### config.mk
export PLATFORM = sky130hd
export DESIGN_NAME = link_tx_scheduler_flat
export DESIGN_NICKNAME = d
export VERILOG_FILES = /design/src/rtl/link_tx_scheduler_if.sv /design/src/rtl/link_tx_scheduler.sv /design/src/flat_wrapper.sv
export SDC_FILE = /design/constraint.sdc
export NUM_CORES = 1
export LEC_CHECK = 0
export ABC_AREA = 1
export CELL_PAD_IN_SITES_DETAIL_PLACEMENT = 1
export CELL_PAD_IN_SITES_GLOBAL_PLACEMENT = 2
export CORE_ASPECT_RATIO = 0.5
export CORE_UTILIZATION = 30
export DETAILED_ROUTE_END_ITERATION = 8
export GPL_TIMING_DRIVEN = 0
export PLACE_DENSITY_LB_ADDON = 0.1
export SLEW_MARGIN = 5
export SYNTH_ARGS = -nofsm -noshare
export SYNTH_HDL_FRONTEND = slang
export SYNTH_SLANG_ARGS = --single-unit
### constraint.sdc
create_clock -name clk -period 3.4 [get_ports clk]
set_clock_uncertainty 0.2 [all_clocks]
set_input_delay 0.68 -clock clk [delete_from_list [all_inputs] [get_ports clk]]
set_output_delay 0.68 -clock clk [all_outputs]
set_load 0.02 [all_outputs]
### src/rtl/link_tx_scheduler_if.sv
// rtl/link_tx_scheduler_if.sv - requester-side flit handshake bundle for link_tx_scheduler
//  Signals:
//   req        requester i has a flit valid
//   req_data   flit of requester i at [i*DW +: DW], bit DW-1 = tail flag
//   req_ready  flit of requester i accepted this cycle
//  Modports: master = requesters, slave = scheduler.
`ifndef CDATASIZE
`define CDATASIZE 8
`endif

interface link_tx_scheduler_if #(
    parameter int NREQ = 2,
    parameter int DW   = `CDATASIZE
);
    logic [NREQ-1:0]    req;
    logic [NREQ*DW-1:0] req_data;
    logic [NREQ-1:0]    req_ready;

    modport master (output req, output req_data, input req_ready);
    modport slave  (input req, input req_data, output req_ready);
endinterface

### src/rtl/link_tx_scheduler.sv
// rtl/link_tx_scheduler.sv - round-robin, packet-locked TX sequencer for the strobe/state link
//  Ports:
//   clk, rst        clock, asynchronous active-high reset
//   rq              requester bundle (slave side): req, req_data, req_ready
//   Feedback_p2r    receiver back-pressure, asynchronous to clk
//   CData_r2p       flit to receiver (registered, holds between transfers)
//   Strobe_r2p      toggles once per flit sent
//   State_r2p       high while a packet is in progress
//   grant_id        currently granted requester
//   busy            FSM not idle
//   sent_cnt        flits sent since reset, wrapping
`ifndef CDATASIZE
`define CDATASIZE 8
`endif

module link_tx_scheduler #(
    parameter int NREQ = 2,
    parameter int DW   = `CDATASIZE,
    parameter int GAP  = 2
) (
    input  logic                clk,
    input  logic                rst,
    link_tx_scheduler_if.slave  rq,
    input  logic                Feedback_p2r,
    output logic [DW-1:0]       CData_r2p,
    output logic                Strobe_r2p,
    output logic                State_r2p,
    output logic [1:0]          grant_id,
    output logic                busy,
    output logic [15:0]         sent_cnt
);
    typedef enum logic [1:0] {IDLE, SEND, GAPW} state_t;

    state_t        state, state_n;
    logic [1:0]    rr_ptr;
    logic [1:0]    pick;
    logic          pick_found;
    logic [2:0]    idx;
    logic [3:0]    gap_cnt;
    logic          last_tail;
    logic          fb_meta, fb_s;
    logic          sel_req;
    logic [DW-1:0] sel_data;
    logic          sel_tail;
    logic          xfer;

    // Round-robin search: first requester at or after rr_ptr, wrapping.
    always_comb begin
        pick       = rr_ptr;
        pick_found = 1'b0;
        idx        = '0;
        for (int k = 0; k < NREQ; k++) begin
            idx = {1'b0, rr_ptr} + 3'(k);
            if (idx >= 3'(NREQ)) idx = idx - 3'(NREQ);
            for (int j = 0; j < NREQ; j++) begin
                if (!pick_found && idx == 3'(j) && rq.req[j]) begin
                    pick       = 2'(j);
                    pick_found = 1'b1;
                end
            end
        end
    end

    // Mux of the granted requester's valid and flit.
    always_comb begin
        sel_req  = 1'b0;
        sel_data = '0;
        for (int i = 0; i < NREQ; i++) begin
            if (grant_id == 2'(i)) begin
                sel_req  = rq.req[i];
                sel_data = rq.req_data[i*DW +: DW];
            end
        end
    end

    assign sel_tail = sel_data[DW-1];
    assign busy     = (state != IDLE);

    always_comb begin
        state_n      = state;
        xfer         = 1'b0;
        rq.req_ready = '0;
        case (state)
            IDLE: begin
                if (pick_found) state_n = SEND;
            end
            SEND: begin
                for (int i = 0; i < NREQ; i++) begin
                    if (grant_id == 2'(i)) rq.req_ready[i] = rq.req[i] & ~fb_s;
                end
                xfer = sel_req & ~fb_s;
                if (xfer) begin
                    if (GAP > 1)       state_n = GAPW;
                    else if (sel_tail) state_n = IDLE;
                end
            end
            GAPW: begin
                if (gap_cnt == 4'd1) state_n = last_tail ? IDLE : SEND;
            end
            default: state_n = IDLE;
        endcase
    end

    always_ff @(posedge clk or posedge rst) begin
        if (rst) begin
            state      <= IDLE;
            rr_ptr     <= '0;
            gap_cnt    <= '0;
            last_tail  <= 1'b0;
            fb_meta    <= 1'b0;
            fb_s       <= 1'b0;
            grant_id   <= '0;
            CData_r2p  <= '0;
            Strobe_r2p <= 1'b0;
            State_r2p  <= 1'b0;
            sent_cnt   <= '0;
        end else begin
            fb_meta <= Feedback_p2r;
            fb_s    <= fb_meta;
            state   <= state_n;
            if (state == IDLE && pick_found) grant_id <= pick;
            if (xfer) begin
                CData_r2p  <= sel_data;
                Strobe_r2p <= ~Strobe_r2p;
                State_r2p  <= 1'b1;
                sent_cnt   <= sent_cnt + 16'd1;
                last_tail  <= sel_tail;
                gap_cnt    <= 4'(GAP - 1);
                if (sel_tail) rr_ptr <= (grant_id == 2'(NREQ - 1)) ? 2'd0 : grant_id + 2'd1;
            end else begin
                // With GAP==1 a tail goes straight to IDLE, so State_r2p drops in the idle cycle.
                if (state_n == IDLE || state == IDLE) State_r2p <= 1'b0;
                if (state == GAPW) gap_cnt <= gap_cnt - 4'd1;
            end
        end
    end
endmodule

### src/flat_wrapper.sv
// flat-port wrapper written by rule: the top's interface ports become plain ports
module link_tx_scheduler_flat 
#(
    parameter int NREQ = 2,
    parameter int DW   = `CDATASIZE,
    parameter int GAP  = 2
)
  (clk, rst, Feedback_p2r, CData_r2p, Strobe_r2p, State_r2p, grant_id, busy, sent_cnt, rq_req, rq_req_data, rq_req_ready);
  link_tx_scheduler_if #(.NREQ(NREQ), .DW(DW)) rq_i ();
  input  logic clk;
  input  logic rst;
  input  logic Feedback_p2r;
  output logic [DW-1:0] CData_r2p;
  output logic Strobe_r2p;
  output logic State_r2p;
  output logic [1:0] grant_id;
  output logic busy;
  output logic [15:0] sent_cnt;
  input wire logic [$bits(rq_i.req)-1:0] rq_req;
  input wire logic [$bits(rq_i.req_data)-1:0] rq_req_data;
  output wire logic [$bits(rq_i.req_ready)-1:0] rq_req_ready;
  assign rq_i.req = rq_req;
  assign rq_i.req_data = rq_req_data;
  assign rq_req_ready = rq_i.req_ready;
  link_tx_scheduler #(.NREQ(NREQ), .DW(DW), .GAP(GAP)) u_core (.clk(clk), .rst(rst), .rq(rq_i), .Feedback_p2r(Feedback_p2r), .CData_r2p(CData_r2p), .Strobe_r2p(Strobe_r2p), .State_r2p(State_r2p), .grant_id(grant_id), .busy(busy), .sent_cnt(sent_cnt));
endmodule
==> flow_metrics.tcl, run 1 <==
set metrics [dict create \
    status "completed" \
    regArea_um2 951 \
    yosys.area_share.simple_pct 31.9 \
    clock-root-buffer "sky130_fd_sc_hd__clkbuf_16" \
    worstSetupPathType "in -> out" \
    synth_xor_area_share_pct 6.03 \
    antenna_violating_nets_post_route 0 \
    fin_util_pct 45.5 \
    drv.max_cap_violation_count 0 \
    layout.filler_cells 775 \
    fin_tns_setup_ns 0 \
    max_slew_headroom_pct 69.0 \
    worstSetupStartpoint "rq_req[0]" \
    hold_buffers 0 \
    timing.critical_path.required_ns 2.52 \
    total_leakage_power_nw 1.38 \
    dp_cells 392 \
    cts_tree "built" \
    power.net_switching_mw 0.851 \
    routed-via-count 1877 \
    top_level_ports 52 \
    floorplan.die_area_um2 7270 \
    drive_above_1_share_pct 10.9 \
    place_hpwl_mm 4.37 \
    crit_path_max_fanout 19 \
    final-instance-count-excl-fill 401 \
    antenna_fix_cells 0 \
    number_of_input_and_output_port_buffers_inserted 51 \
    syn-mean-instance-area_um2 8.23 \
    via_count_of_the_first_global_routing_pass 1940 \
    core_area_um2 6360 \
    post_drt_via_cell_ratio 4.68 \
    comb_power_share_pct 44.7 \
    ff2ff_setup_slack_ns 1.34 \
    synth_compound_gate_area_share_pct 6.82 \
    netlist_area_um2 2070 \
    worst_slew_pin_slew_ns 0.464 \
    register_bit_total_from_synthesis 38 \
    global_route.overflow_total 0 \
    routed_wire_length_per_instance_um 14.4 \
    globalplace.congestion 0.791 \
    synth-adder-area-share_pct 1.81 \
    rsz0062_at_grt "false" \
    largest_family_of_logic_cells_by_synthesized_area "simple AND/OR/NAND/NOR gates" \
    clkSinkCount 38 \
    grt_first_pass_wirelength_mm 9.78 \
    cts-root-to-sink-buffers 2 \
    power.switching_fraction_pct 39.5 \
    multi_input_area_um2 976 \
    internal_power_mw 1.30 \
    layout.nets 338 \
    dr.first_iter.drc_count 41 \
    power.density_nw_per_um2 745 \
    finalSetupViolations 0 \
    most_common_cell_after_layout_fill_and_taps_aside "sky130_fd_sc_hd__nand2_1" \
    post_synth_mux_area_share_pct 0.483 \
    share_of_total_power_in_sequential_cells_pct 33.8 \
    worst_r2r_endpoint "u_core.sent_cnt[10]" \
    layout.cells.most_common_list "72 x sky130_fd_sc_hd__nand2_1, 51 x sky130_fd_sc_hd__clkdlybuf4s50_1, 38 x sky130_fd_sc_hd__dfrtp_1" \
    path_clk_slew_ns 0.05 \
    drtPass1Iterations 4 \
    p_clk_share_pct 21.4 \
    synth_nets 276 \
    initial_utilization_pct 32.6 \
    layout_worst_path_cycle_share_pct 96.0 \
    synth_cell_type_count 30 \
    pins_over_slew_limit 0 \
    r2r_cells 7 \
    rows 20 \
    min-delay-path-class "reg -> reg" \
    final_critical_period_ns 3.26 \
    clock_latency_ns 0.29 \
    totalWireLength_mm 5.77 \
    h-tree-depth 2 \
    sort_of_element_at_the_end_of_the_critical_path "output port" \
    finalHoldViolCount 0 \
    number_of_antenna_violations_at_the_first_check_in_global_routing 0 \
    post-route-drc-count 0 \
    layout-area-overhead-vs-synth_pct 39.4 \
    max_freq_ghz 0.306 \
    maximum_ir_drop_on_the_vdd_rail_v 0.000300 \
    critical_path.startpoint_type "input port" \
    layout_setup_ws_ns 0.137 \
    yosysWarningCount 0 \
    crit_end "rq_req_ready[0]" \
    cts_made_buffers 5 \
    synthCells 252 \
    die_x_um 120 \
    die_height_um 60.8 \
    ys_seq_area_share_pct 45.8 \
    global_route.usage.total_pct 18.2 \
    worstPathArrival_ns 2.38 \
    grt_start_max_net_pins 21 \
    rr_startpoint "u_core.grant_id[1]" \
    cts.repair.resized 0 \
    place_ws_ns -0.173 \
]
[synth_stat cells]
master / n / share of area [%]
sky130_fd_sc_hd__nand3_4: 1 / 0.84
sky130_fd_sc_hd__nor3_1: 1 / 0.24
sky130_fd_sc_hd__xnor2_1: 2 / 0.84
sky130_fd_sc_hd__nand4_1: 3 / 0.90
sky130_fd_sc_hd__nor2_4: 2 / 1.1
sky130_fd_sc_hd__inv_1: 28 / 5.1
sky130_fd_sc_hd__dfrtp_1: 38 / 46
sky130_fd_sc_hd__nand3_1: 28 / 6.8
sky130_fd_sc_hd__inv_2: 1 / 0.18
sky130_fd_sc_hd__nand2_2: 5 / 1.5
sky130_fd_sc_hd__clkbuf_1: 2 / 0.36
sky130_fd_sc_hd__nand3b_1: 2 / 0.72
sky130_fd_sc_hd__buf_4: 2 / 0.72
sky130_fd_sc_hd__nand4_4: 1 / 1.0
sky130_fd_sc_hd__xor2_1: 3 / 1.3
sky130_fd_sc_hd__nand2_1: 72 / 13
sky130_fd_sc_hd__nor2_1: 24 / 4.3
sky130_fd_sc_hd__a22o_1: 7 / 3.0
sky130_fd_sc_hd__o21ai_0: 10 / 2.4
sky130_fd_sc_hd__buf_6: 1 / 0.54
sky130_fd_sc_hd__nand2_4: 1 / 0.54
sky130_fd_sc_hd__xnor2_2: 5 / 3.9
sky130_fd_sc_hd__nor2_2: 1 / 0.30
sky130_fd_sc_hd__ha_1: 3 / 1.8
sky130_fd_sc_hd__a21oi_1: 2 / 0.48
sky130_fd_sc_hd__buf_2: 1 / 0.24
sky130_fd_sc_hd__mux2i_1: 1 / 0.48
sky130_fd_sc_hd__o211ai_1: 1 / 0.36
sky130_fd_sc_hd__and2_1: 2 / 0.60
sky130_fd_sc_hd__o22ai_1: 2 / 0.60
[power by group through the flow]
stage                     registers (mW)  logic (mW)  clock network [mW]
after floorplan                    0.817       0.487                   0
after global placement             0.728       0.943                   0
after detailed placement           0.739       0.971                   0
after CTS                          0.732       0.975               0.476
after global routing               0.753        1.08               0.501
final                              0.728       0.963               0.462
[worst max-delay path: stages]
cell and delay (ns):
sky130_fd_sc_hd__clkdlybuf4s50_1 0.60, sky130_fd_sc_hd__nand4_4 0.35, sky130_fd_sc_hd__inv_1 0.13, sky130_fd_sc_hd__clkdlybuf4s50_1 0.61
[registers in the layout, indices dropped and copies added, names as in the netlist]
name and cells:
u_core.sent_cnt 16, u_core.CData_r2p 7, u_core.gap_cnt 4, u_core.grant_id 2, u_core.rr_ptr 2, u_core.state 2
u_core.State_r2p 1, u_core.Strobe_r2p 1, u_core.fb_meta 1, u_core.fb_s 1, u_core.last_tail 1
[logic make-up (layout without fill, tap and decap cells)]
group,Yosys count,after routing
AOI/OAI and AO/OA,22,22
xor gates and xnor gates,10,10
adders and majority gates,3,3
buffers and inverters,35,96
DFF,38,38
muxes,1,1
and+or+nand+nor,143,143
[how the worst min path moves through the flow]
stage	startpoint	endpoint	slack, ns	depth (start not counted)
floorplan	u_core.fb_meta	u_core.fb_s	0.13	0
detailed placement	u_core.fb_meta	u_core.fb_s	0.14	0
finish	u_core.fb_meta	u_core.fb_s	0.15	0
global route	u_core.fb_meta	u_core.fb_s	0.17	0
global placement	u_core.fb_meta	u_core.fb_s	0.13	0
CTS	u_core.fb_meta	u_core.fb_s	0.15	0
[cell type report]
class,count,area share [%]
tap,88,3.81
inverter,29,3.76
sequential,38,32.9
multi-input combinational,179,33.8
clock buffer,6,4.80
buffer,4,1.08
timing repair buffer,57,19.9
[layer usage]
metal	wire (um)	GRT usage, %	vias to the layer above
li1	-	-	924
met2	2900	32.8	29
met3	182	4.89	7
met1	2610	21.6	917
met5	0	0	-
met4	82	6.96	0
[metrics by stage]
step	hold slack (ns)	power (mW)	instance area [um^2]
final	0.148	2.15	2890
after global routing	0.165	2.33	2890
after CTS	0.150	2.18	2850
after detailed placement	0.137	1.71	2720
after global placement	0.133	1.67	2700
after floorplan	0.131	1.30	2070
[what timing repair did]
action,CTS,global route
buffers inserted,0,5
endpoints found under the hold margin,0,0
endpoints found under the setup margin,2,1
No activity file was read; power rests on OpenSTA's default activity.
==> inputs of run 2 (changes only) <==
SETUP_SLACK_MARGIN = 0.3   (was unset)
clock period = 4.1 ns   (was 3.4 ns; I/O delays follow)
==> run 2 against run 1 <==
Effect of this change: combinational power down 17%; sequential share of layout area up 0.29 points; clock-buffer cell count unchanged; largest cell class unchanged; via count up 0.16%; cell count down 0.75%; clock power down 17%; first-iteration DRC count down 4.9%; utilization down 0.39 points; total power down 17%.
==> flow_metrics.tcl, run 2 (same netlist as run 1, synthesis figures left out) <==
set metrics [dict create \
    clock_latency_ns 0.29 \
    fin_tns_setup_ns 0 \
    dp_cells 392 \
    number_of_input_and_output_port_buffers_inserted 51 \
    route.met2.wl_mm 2.82 \
    place_ws_ns 0.247 \
    die_x_um 120 \
    total_leakage_power_nw 1.37 \
    cts-root-to-sink-buffers 2 \
    clkSinkCount 38 \
    max_slew_headroom_pct 69.0 \
    floorplan.die_area_um2 7270 \
    largestRegisters "u_core.sent_cnt: 16 flops, u_core.CData_r2p: 7 flops, u_core.gap_cnt: 4 flops" \
    route.layer.met1.wl_mm 2.63 \
    power.density_nw_per_um2 621 \
    postCtsSetupBuffers 0 \
    place_hpwl_mm 4.37 \
    cts_tree "built" \
    top_signal_layer_used "met4" \
    share_of_total_power_in_sequential_cells_pct 33.9 \
    finalSetupViolations 0 \
    dr.first_iter.drc_count 39 \
    routed_wire_length_per_instance_um 14.4 \
    timing.hold.worst.start "u_core.fb_meta" \
    largest_register_ff_count 16 \
    grt_start_max_net_pins 21 \
    global_route.usage.total_pct 18.3 \
    grt_first_pass_wirelength_mm 9.80 \
    final_critical_period_ns 3.69 \
    worstSetupPathType "in -> out" \
    timing.critical_path.required_ns 3.08 \
    critical_path.top_delay_family "buffers and inverters" \
    cts_made_buffers 5 \
    layout_worst_path_cycle_share_pct 90.0 \
    status "completed" \
    layout_setup_ws_ns 0.411 \
    layout.nets 335 \
    drtPass1Iterations 4 \
    pins_over_slew_limit 0 \
    globalplace.congestion 0.791 \
    top_level_ports 52 \
    critPathBufInv 5 \
    power.switching_fraction_pct 39.6 \
    core_area_um2 6360 \
    final-instance-count-excl-fill 398 \
    h-tree-depth 2 \
    die_height_um 60.8 \
    layout.cells.most_common_list "72 x sky130_fd_sc_hd__nand2_1, 51 x sky130_fd_sc_hd__clkdlybuf4s50_1, 38 x sky130_fd_sc_hd__dfrtp_1" \
    crit_path_top_delay_cell "sky130_fd_sc_hd__clkdlybuf4s50_1" \
    antenna_fix_cells 0 \
    rows 20 \
    slowest_delay_ns 0.59 \
    r2r_cells 6 \
    drive_above_1_share_pct 10.3 \
    rr_startpoint "u_core.grant_id[1]" \
    routed-via-count 1880 \
    worst_slew_pin_slew_ns 0.464 \
    number_of_antenna_violations_at_the_first_check_in_global_routing 0 \
    worstHoldPathCells 0 \
    ff2ff_setup_slack_ns 2.18 \
    worstPathArrival_ns 2.67 \
    comb_power_share_pct 44.6 \
    p_clk_share_pct 21.5 \
    initial_utilization_pct 32.6 \
    largest_register "u_core.sent_cnt" \
    drv.max_cap_violation_count 0 \
    worst_r2r_endpoint "u_core.sent_cnt[2]" \
    maximum_ir_drop_on_the_vdd_rail_v 0.000248 \
    path_clk_slew_ns 0.05 \
    via_count_of_the_first_global_routing_pass 1960 \
    antenna_violating_nets_post_route 0 \
    crit_path_cell_trace "clkdlybuf4s50_1, inv_1, nor2_2, nand3_4, buf_2, inv_1, clkdlybuf4s50_1" \
    totalWireLength_mm 5.75 \
    routed_wire_length_on_met3_um 209 \
    min-delay-path-class "reg -> reg" \
    min_to "u_core.fb_s" \
    clock-root-buffer "sky130_fd_sc_hd__clkbuf_16" \
    global_route.overflow_total 0 \
    max_freq_ghz 0.271 \
    post-route-drc-count 0 \
    critical_path.startpoint_type "input port" \
    crit_path_max_fanout 10 \
    sort_of_element_at_the_end_of_the_critical_path "output port" \
    rsz0062_at_grt "false" \
    most_common_cell_after_layout_fill_and_taps_aside "sky130_fd_sc_hd__nand2_1" \
    internal_power_mw 1.08 \
    finalHoldViolCount 0 \
    power.net_switching_mw 0.706 \
    layout-area-overhead-vs-synth_pct 38.2 \
    post_drt_via_cell_ratio 4.72 \
]
## run 2: cell types whose count changed in the layout (fill, tap and decap cells not counted)
cell / before / now
sky130_fd_sc_hd__nor2_2: 1 / 2
sky130_fd_sc_hd__clkbuf_2: 0 / 1
sky130_fd_sc_hd__nor2_1: 24 / 23
sky130_fd_sc_hd__buf_4: 7 / 2
sky130_fd_sc_hd__buf_2: 1 / 2
## run 2: power groups by stage
| stage | clock network (mW) | registers (mW) | logic, mW |
|---|---|---|---|
| finish | 0.382 | 0.604 | 0.795 |
| global route | 0.415 | 0.625 | 0.888 |
| CTS | 0.395 | 0.607 | 0.811 |
| detailed placement | 0 | 0.613 | 0.806 |
| global placement | 0 | 0.603 | 0.782 |
| floorplan | 0 | 0.677 | 0.404 |
## run 2: worst max path at each step
stage               from               to  slack [ns]  cells after the start
2_1_floorplan  rq_req[1]  rq_req_ready[1]        1.50                      5
3_3_place_gp   rq_req[1]  rq_req_ready[1]        0.29                      7
3_5_place_dp   rq_req[1]  rq_req_ready[1]        0.25                      7
4_1_cts        rq_req[1]  rq_req_ready[1]        0.31                      7
5_1_grt        rq_req[1]  rq_req_ready[1]        0.30                      7
6_report       rq_req[1]  rq_req_ready[1]        0.41                      7
## run 2: layout make-up
cell class                      instances  area [um^2]
Buffer                                  6         41.3
Clock buffer                            6          139
Fill cell                             779         3490
Inverter                               29          109
Multi-Input combinational cell        179          978
Sequential cell                        38          951
Tap cell                               88          110
Timing Repair Buffer                   52          538
## run 2: repair_timing
item,CTS,global route
endpoints found under the setup margin,1,2
hold buffers,0,0
gates resized for setup,1,4
## run 2: metrics by stage
| step | total power, mW | hold slack [ns] | util, % | cell area [um^2] |
|---|---|---|---|---|
| after floorplan | 1.08 | 0.131 | - | 2070 |
| after CTS | 1.81 | 0.150 | 45.0 | 2860 |
| after detailed placement | 1.42 | 0.137 | 42.8 | 2720 |
| final | 1.78 | 0.148 | 45.1 | 2870 |
| after global placement | 1.39 | 0.133 | 42.4 | 2700 |
| after global routing | 1.93 | 0.165 | 45.1 | 2870 |
## run 2: metal layers
metal | GRT usage [%] | vias up
met5 | 0 | -
met4 | 6.96 | 0
met3 | 4.89 | 7
met2 | 32.9 | 29
met1 | 21.8 | 926
li1 | - | 918
==> inputs of run 3 (changes only) <==
HOLD_SLACK_MARGIN = 0.1   (was unset)
==> results of run 3 <==
Final layout, timing and power as in run 2 (identical DEF).
